`config.mk`:
```
export PLATFORM = sky130hd
export DESIGN_NAME = huffman_stream_decoder
export DESIGN_NICKNAME = d
export VERILOG_FILES = /design/src/rtl/huffman_stream_decoder.sv
export SDC_FILE = /design/constraint.sdc
export NUM_CORES = 2
export LEC_CHECK = 0
export BUFFER_PORTS_ARGS = -buffer_cell sky130_fd_sc_hd__buf_2
export CELL_PAD_IN_SITES_DETAIL_PLACEMENT = 0
export CELL_PAD_IN_SITES_GLOBAL_PLACEMENT = 1
export CORE_MARGIN = 4
export CORE_UTILIZATION = 50
export DETAILED_ROUTE_END_ITERATION = 6
export PLACE_DENSITY_LB_ADDON = 0.25
export REMOVE_ABC_BUFFERS = 1
export SLEW_MARGIN = 5
export SYNTH_ARGS = -nofsm -noshare
export SYNTH_HDL_FRONTEND = slang
export SYNTH_SLANG_ARGS = --single-unit
```
`constraint.sdc`:
```
create_clock -name clk -period 5 [get_ports clk]
set_input_delay 1.5 -clock clk [delete_from_list [all_inputs] [get_ports clk]]
set_output_delay 1.5 -clock clk [all_outputs]
set_load 0.02 [all_outputs]
```
`src/rtl/huffman_stream_decoder.sv`:
```
// huffman_stream_decoder: canonical-Huffman decoder, MSB-first word input, one symbol per codeword out.
// Code table is loaded at runtime as per-length counts plus a symbol list.
module huffman_stream_decoder #(
    parameter int SYM_W = 8,
    parameter int NSYM = 256,
    parameter int MAX_LEN = 16,
    parameter int IN_W = 8,
    localparam int IDX_W = $clog2(NSYM),
    localparam int LEN_W = $clog2(MAX_LEN + 1),
    localparam int CFG_W = (SYM_W > IDX_W + 1) ? SYM_W : IDX_W + 1
) (
    input  logic             clk,
    input  logic             rst,
    input  logic             dec_en,
    input  logic             cfg_we,
    input  logic             cfg_sel,
    input  logic [IDX_W-1:0] cfg_addr,
    input  logic [CFG_W-1:0] cfg_wdata,
    input  logic [IN_W-1:0]  in_data,
    input  logic             in_valid,
    output logic             in_ready,
    output logic [SYM_W-1:0] sym_data,
    output logic             sym_valid,
    input  logic             sym_ready,
    output logic             busy,
    output logic             err
);
    localparam int W = MAX_LEN + 1;
    localparam int BW = $clog2(IN_W + 1);

    typedef enum logic [1:0] {IDLE, DECODE, OUT, ERR} state_t;
    state_t state, state_nx;

    logic [IDX_W:0]   counts [1:MAX_LEN];
    logic [SYM_W-1:0] syms [NSYM];
    logic [IN_W-1:0]  bits;
    logic [BW-1:0]    bit_cnt;
    logic [W-1:0]     code, first, index, c, cnt, off;
    logic [W:0]       sum;
    logic [LEN_W-1:0] len;
    logic abort, consume, match, ovf, last, take, restart;

    assign abort = state != IDLE && !dec_en;
    assign consume = state == DECODE && bit_cnt != 0 && dec_en;
    assign c = W'({code, bits[IN_W-1]});
    assign cnt = W'(counts[len]);
    assign off = c - first;
    assign match = c >= first && off < cnt;
    assign sum = {1'b0, index} + {1'b0, off};
    assign ovf = sum >= (W + 1)'(NSYM);
    assign last = len == LEN_W'(MAX_LEN);
    assign in_ready = bit_cnt == 0 && (state == DECODE || state == OUT);
    assign take = in_valid && in_ready;
    assign restart = dec_en && (state == IDLE || (state == OUT && sym_ready));
    assign sym_valid = state == OUT;
    assign busy = state != IDLE;
    assign err = state == ERR;

    always_comb begin
        state_nx = state;
        if (abort)
            state_nx = IDLE;
        else
            case (state)
                IDLE:    state_nx = dec_en ? DECODE : IDLE;
                DECODE:  if (consume) state_nx = match ? (ovf ? ERR : OUT) : (last ? ERR : DECODE);
                OUT:     state_nx = sym_ready ? DECODE : OUT;
                default: state_nx = state;
            endcase
    end

    always_ff @(posedge clk or negedge rst)
        if (!rst) state <= IDLE;
        else state <= state_nx;

    always_ff @(posedge clk or negedge rst) begin
        if (!rst) begin
            bits <= '0;
            bit_cnt <= '0;
            code <= '0;
            first <= '0;
            index <= '0;
            len <= '0;
            sym_data <= '0;
        end else begin
            if (abort)
                bit_cnt <= '0;
            else if (take) begin
                bits <= in_data;
                bit_cnt <= BW'(IN_W);
            end else if (consume) begin
                bits <= bits << 1;
                bit_cnt <= bit_cnt - BW'(1);
            end
            if (restart) begin
                code <= '0;
                first <= '0;
                index <= '0;
                len <= LEN_W'(1);
            end else if (consume && match) begin
                if (!ovf) sym_data <= syms[sum[IDX_W-1:0]];
            end else if (consume && !last) begin
                first <= (first + cnt) << 1;
                index <= index + cnt;
                code <= c;
                len <= len + LEN_W'(1);
            end
        end
    end

    // Table writes only land while idle so a running decode never sees a half-updated code.
    always_ff @(posedge clk)
        if (cfg_we && state == IDLE) begin
            if (cfg_sel)
                syms[cfg_addr] <= cfg_wdata[SYM_W-1:0];
            else if (cfg_addr != 0 && 32'(cfg_addr) <= MAX_LEN)
                counts[LEN_W'(cfg_addr)] <= cfg_wdata[IDX_W:0];
        end
endmodule
```
Yosys cells after proc, flatten, opt, wreduce, memory -nomap -nowiden
Memories as Yosys holds them, arrays and structs flattened. A register that Yosys moved wholly into a read port is not among the register bits.
Index checks and enable logic that the tools add are counted.

cells by class
  add/subtract/negate cells = 6
  multiply operators = 0
  divide/modulo/power cells = 0
  order comparisons = 4
  equality and inequality tests = 6
  shifts and indexed selects = 0
  muxes and demuxes = 32
  bitwise gates (word level) = 3
  reductions and logical operators = 30

operator list
  operator                                               number
  two-way mux 17 bit                                     6
  two-way mux 16 bit                                     3
  adder 17 x 17 -> 18 bit                                1
  >= comparator 18 x 9 -> 1 bit (second input constant)  1
  adder 17 x 9 -> 17 bit                                 1
  >= comparator 17 bit                                   1
  less-than comparator 17 x 9 -> 1 bit                   1
  subtractor 17 bit                                      1
  adder 16 x 9 -> 16 bit                                 1
  two-way mux 8 bit                                      2
  two-way mux 5 bit                                      3
  logical AND 1 bit                                      12
  two-way mux 4 bit                                      3
  two-way mux 2 bit                                      5
  two-way mux 1 bit                                      9
  <= comparator 8 x 5 -> 1 bit (second input constant)   1
  nonzero test 4 bit                                     2
  nonzero test 8 bit                                     1
  one-hot mux 2 bit (3 select lines)                     1
  AND reduction 2 bit                                    3
  nonzero test 2 bit                                     3
  adder 5 x 1 -> 5 bit (second input constant)           1
  equality test 5 bit (second input constant)            1
  equality test 2 bit (second input constant)            2
  other kinds (11)                                       16

storage, ports and cells
  bits in registers = 69
  latch bits = 0
  bits in writable memories = 2192
  ROM bits = 0
  bits of input ports = 32
  output and inout port bits = 12
  word-level logic and storage cells = 90
  memories = 2

memories
  memory  words  bits a word  read ports  clocked after Yosys merged registers in  write ports  RTL line  RTL
  syms    256    8            1           1                                        1            35        logic [SYM_W-1:0] syms [NSYM];
  counts  16     9            1           0                                        1            34        logic [IDX_W:0] counts [1:MAX_LEN];

Depth between registers and ports, before layout
  depth in word-level cells = 8
  gate-level depth with buffers = 19
  mapped depth without buffers = 19

Worst setup path before layout
Ideal clock, no wire load.

  kind = flip-flop to flip-flop
  from = register len[0]
  to = register code[0]
  setup time = 0.135 ns
  arrival = 4.797 ns
  required time = 4.865 ns
  setup slack = 0.069 ns
  cell stages (with the launch flop) = 18
  buffers on the path = 4
  period minus slack after synthesis = 4.931 ns
  cell sequence = dfrtp_1 buf_1 buf_1 mux4_2 mux4_2 inv_1 ha_1 a211oi_1 o21ai_0 a221o_1 a31oi_1 o2111ai_1 or4_4 o31a_1 buf_2 buf_1 nand3_1 a21oi_2

between the ends
  longest elaborated chain between the ends = 6
  elaborated cells between the ends (all ways) = 10
  those cells by class = order compare: 1; eq/ne: 2; reduce/logical: 6; memory: 1

RTL lines
  element                                   RTL line  RTL
  start: declaration                        40        logic [LEN_W-1:0] len;
  start signal: assignment                  106       len <= len + LEN_W'(1);
  memory read (16 x 9 bit)                  -
  less-than comparator 17 x 9 -> 1 bit      48        assign match = c >= first && off < cnt;
  logical AND 1 bit                         48
  logical AND 1 bit                         100       end else if (consume && match) begin
  != test 2 bit (no source line)            -
  AND reduction 2 bit (no source line) (*)  -
  end signal: assignment                    80        code <= '0;
  end signal: assignment                    96        code <= '0;
  end signal: assignment                    105       code <= c;
  end: declaration                          38        logic [W-1:0] code, first, index, c, cnt, off;

Mark *: on every way between the ends. The rest lies on a longest branch, timed or not.
A chain may end at the register's enable or synchronous reset.

Worst setup path after layout
  from = register first[1]
  to = register sym_data[3], read port of syms

between the ends
  longest elaborated chain between the ends = 5
  elaborated cells between the ends (all ways) = 9
  those cells by class = add/sub: 2; order compare: 3; bitwise: 1; reduce/logical: 3

RTL lines
  element                                                                                 RTL line  RTL
  start: declaration                                                                      38
  start signal: assignment                                                                103       first <= (first + cnt) << 1;
  subtractor 17 bit                                                                       47        assign off = c - first;
  adder 17 x 17 -> 18 bit / less-than comparator 17 x 9 -> 1 bit (equally long branches)  49, 48
  >= comparator 18 x 9 -> 1 bit / logical AND 1 bit (equally long branches)               50, 48
  NOT 1 bit (no source line) / logical AND 1 bit (equally long branches)                  -
  AND reduction 3 bit (no source line)                                                    -
  end: declaration                                                                        22        output logic [SYM_W-1:0] sym_data,

Several ways; a longest one is shown, not always the timed one.

==> reports/metrics.csv <==
metric,value,unit
status,completed,
num rows,156,
DIE AREA,0.1902,sq mm
Core Area,0.1815,sq mm
synthesized cell area,0.09164,sq mm
unrepaired setup endpoints after global routing,no,
fmax,211.4,MHz
"EDFF count, synth",2192,
max cap viols,0,
# IOs,44,
prevailing post-synth register cell,edfxtp_1,
Clock Latency Late Sink,0.87,ns
cell with the largest stage delay on the worst path,or4_4,
count of final setup violators,0,
WP data arrival,5.46,ns
DIE WIDTH,436.1,microns
clock sink total,2268,
Vias,48660,
total CTS buffers,225,
antenna-violating nets left,0,
endpoints failing hold,0,
CP startpoint kind,flip-flop,
register area share after synthesis,73.90,%
crit path buf inv count,1,
Via density,6.240,
Synth top area share,71.83,%
Clock Path Buffers,3,
worst path required time,5.73,ns
Post-DP HPWL,146600,microns
Synth Warn #,0,
DRT Pass-1 Iters,5,
Root Buffer,clkbuf_16,
Tmin final,4.729,ns
most frequent cells in the layout,"2192 x edfxtp_1, 575 x mux4_2, 427 x nand2_1",
global-route wire length before repair,343700,microns
"most common cell after layout, fill and taps aside",edfxtp_1,
Max stage delay on crit path,0.49,ns
clock-pin slew on the worst setup and hold paths,0.06,ns
"flops & latches, synth",2268,
largest net degree at the start of global routing,131,
Initial Utilization,50.48,%
"Hold-fix buffers, CTS",0,
DRT Wirelength,235200,microns
Layout Utilization,57.44,%
initial antenna violation count,12,
Max Slew Vio Count,0,
CTS tree,built,
final worst-path cycle share,94.59,%
GPL Wtd Cong,0.8560,
type of the tightest min-delay check,reg2reg,
Slew @ Worst Pin,1.110,ns
H-tree depth,4,
post-synthesis area per instance,18.79,sq um
residual overflow from global routing,0,
kind of critical path,reg2reg,
Post-Syn Instances,4876,
worst-path fanout max,8,
Routed wire per std cell,30.17,microns
setup bufs post-CTS,0,
clock skew,0.03149,ns
layout cells sized above 1,25.03,%
Synth async-reset ratio,3.351,%
port bufs,43,
Crit path max-delay family,simple AND/OR/NAND/NOR gates,
area grow syn2layout,13.78,%
CP Cell Sequence,ha_1 > fa_1 > nand2b_1 > a21oi_1 > nor2_1 > xnor2_1 > ha_1 > nand3_1 > nor2_1 > a221o_1 > a31oi_1 > o2111ai_1 > or4_4 > nor3_2 > nand4_2 > buf_4 > mux2_2,
GR Util All Layers,24.69,%
final net count,5341,
Netlist cell types,76,
Crit. End Element,flip-flop,
# DRC,0,
1st-iter DRT viols,5827,
vias in the first global route,48260,
ranking of synthesized cells by area,"edfxtp_1 72%, mux4_2 14%, dfrtp_1 2.1%, nand2_1 1.8%, nor2_1 1.4%",
Die Y,436.1,microns
Slew headroom,26.00,%
Synth area leader,edfxtp_1,
-- state kept, by name, summed over array words and instances, names as in the netlist --
name      count
syms       2048
counts      144
index        17
code         16
first        16
bits          8
sym_data      8
len           5
bit_cnt       4
state         2
-- worst paths after layout --
| check | start | to | slack [ns] | depth (start not counted) |
|---|---|---|---|---|
| worst min-delay path | bit_cnt[2]$_DFFE_PN0P_ | bit_cnt[2]$_DFFE_PN0P_ | 0.51 | 2 |
| max in group asynchronous | rst | sym_data[7]$_DFFE_PN0P_ | 3.35 | 2 |
| worst max-delay path | first[1]$_DFFE_PN0P_ | sym_data[3]$_DFFE_PN0P_ | 0.27 | 17 |
| worst max register to register | first[1]$_DFFE_PN0P_ | sym_data[3]$_DFFE_PN0P_ | 0.27 | 17 |
| worst min register to register | bit_cnt[2]$_DFFE_PN0P_ | bit_cnt[2]$_DFFE_PN0P_ | 0.51 | 2 |
| min in group asynchronous | rst | code[12]$_DFFE_PN0P_ | 0.69 | 1 |
-- stage by stage --
step | setup TNS, ns | instance area (sq um) | worst slack [ns] | hold slack [ns] | cells
after CTS | 0 | 104300 | 0.1480 | 0.5105 | 7796
after global placement | 0 | 97220 | 0.2219 | 0.4857 | 7383
final | 0 | 104300 | 0.2707 | 0.5098 | 7797
after global routing | 0 | 104300 | 0.03033 | 0.5351 | 7797
after floorplan | -166.29 | 90290 | -17.29 | 0.4624 | 4589
after detailed placement | 0 | 97220 | 0.1588 | 0.4991 | 7383
-- metal layers --
layer / wire length, microns / global-route usage, %
met1: 95780 / 35.93
met2: 113100 / 38.98
met3: 19160 / 3.971
met4: 7138 / 7.588
met5: 27 / 0
-- worst register-to-register path, cell delays in order, from the launching register on --
cell and delay (ns):
dfrtp_1 0.40, ha_1 0.23, fa_1 0.41, nand2b_1 0.21
a21oi_1 0.30, nor2_1 0.11, xnor2_1 0.33, ha_1 0.32
nand3_1 0.13, nor2_1 0.06, a221o_1 0.33, a31oi_1 0.15
o2111ai_1 0.16, or4_4 0.49, nor3_2 0.28, nand4_2 0.18
buf_4 0.24, mux2_2 0.30
-- cells in the mapped netlist (all sizes together), types with 9 or more instances --
cell and number:
edfxtp 2192, mux4 577, nand2 442, nor2 333, nand3 228, buf 149
clkbuf 138, a21oi 123, dfrtp 76, o21ai 66, ha 65, mux2i 63
inv 49, nand4 38, xnor2 34, and3 26, a31oi 21, a311oi 19
a21o 17, nor3 17, a211oi 16, xor2 11, nand2b 10, nor2b 10
mux2 9, nor4 9, o2111ai 9
-- layout make-up --
cell class	count	area (sq um)
Fill cell	13470	77260
Tap cell	2370	2965
Clock inverter	136	1201
Timing Repair Buffer	424	3784
Sequential cell	2268	67730
Clock buffer	277	5836
Inverter	49	183.9
Multi-Input combinational cell	2272	22570
Antenna cell	1	2.502
-- cell families after synthesis --
logic type / count (synthesis) / synth area share, %
buffers and inverters: 336 / 1.671
adder cells (fa/ha/maj): 69 / 0.9749
flip-flops: 2268 / 73.90
AO/OA/AOI/OAI: 359 / 2.564
AND/OR/NAND/NOR: 1150 / 5.460
XOR/XNOR: 45 / 0.4383
multiplexers: 649 / 14.99
-- repair_timing --
action | 4_1_cts | 5_1_grt
endpoints found under the hold margin | 0 | 0
setup endpoints to repair | 0 | 6
resized for setup | 0 | 3
Power is not shown: default switching activity piles up to over one toggle a cycle in this logic, so the estimate is an artifact.
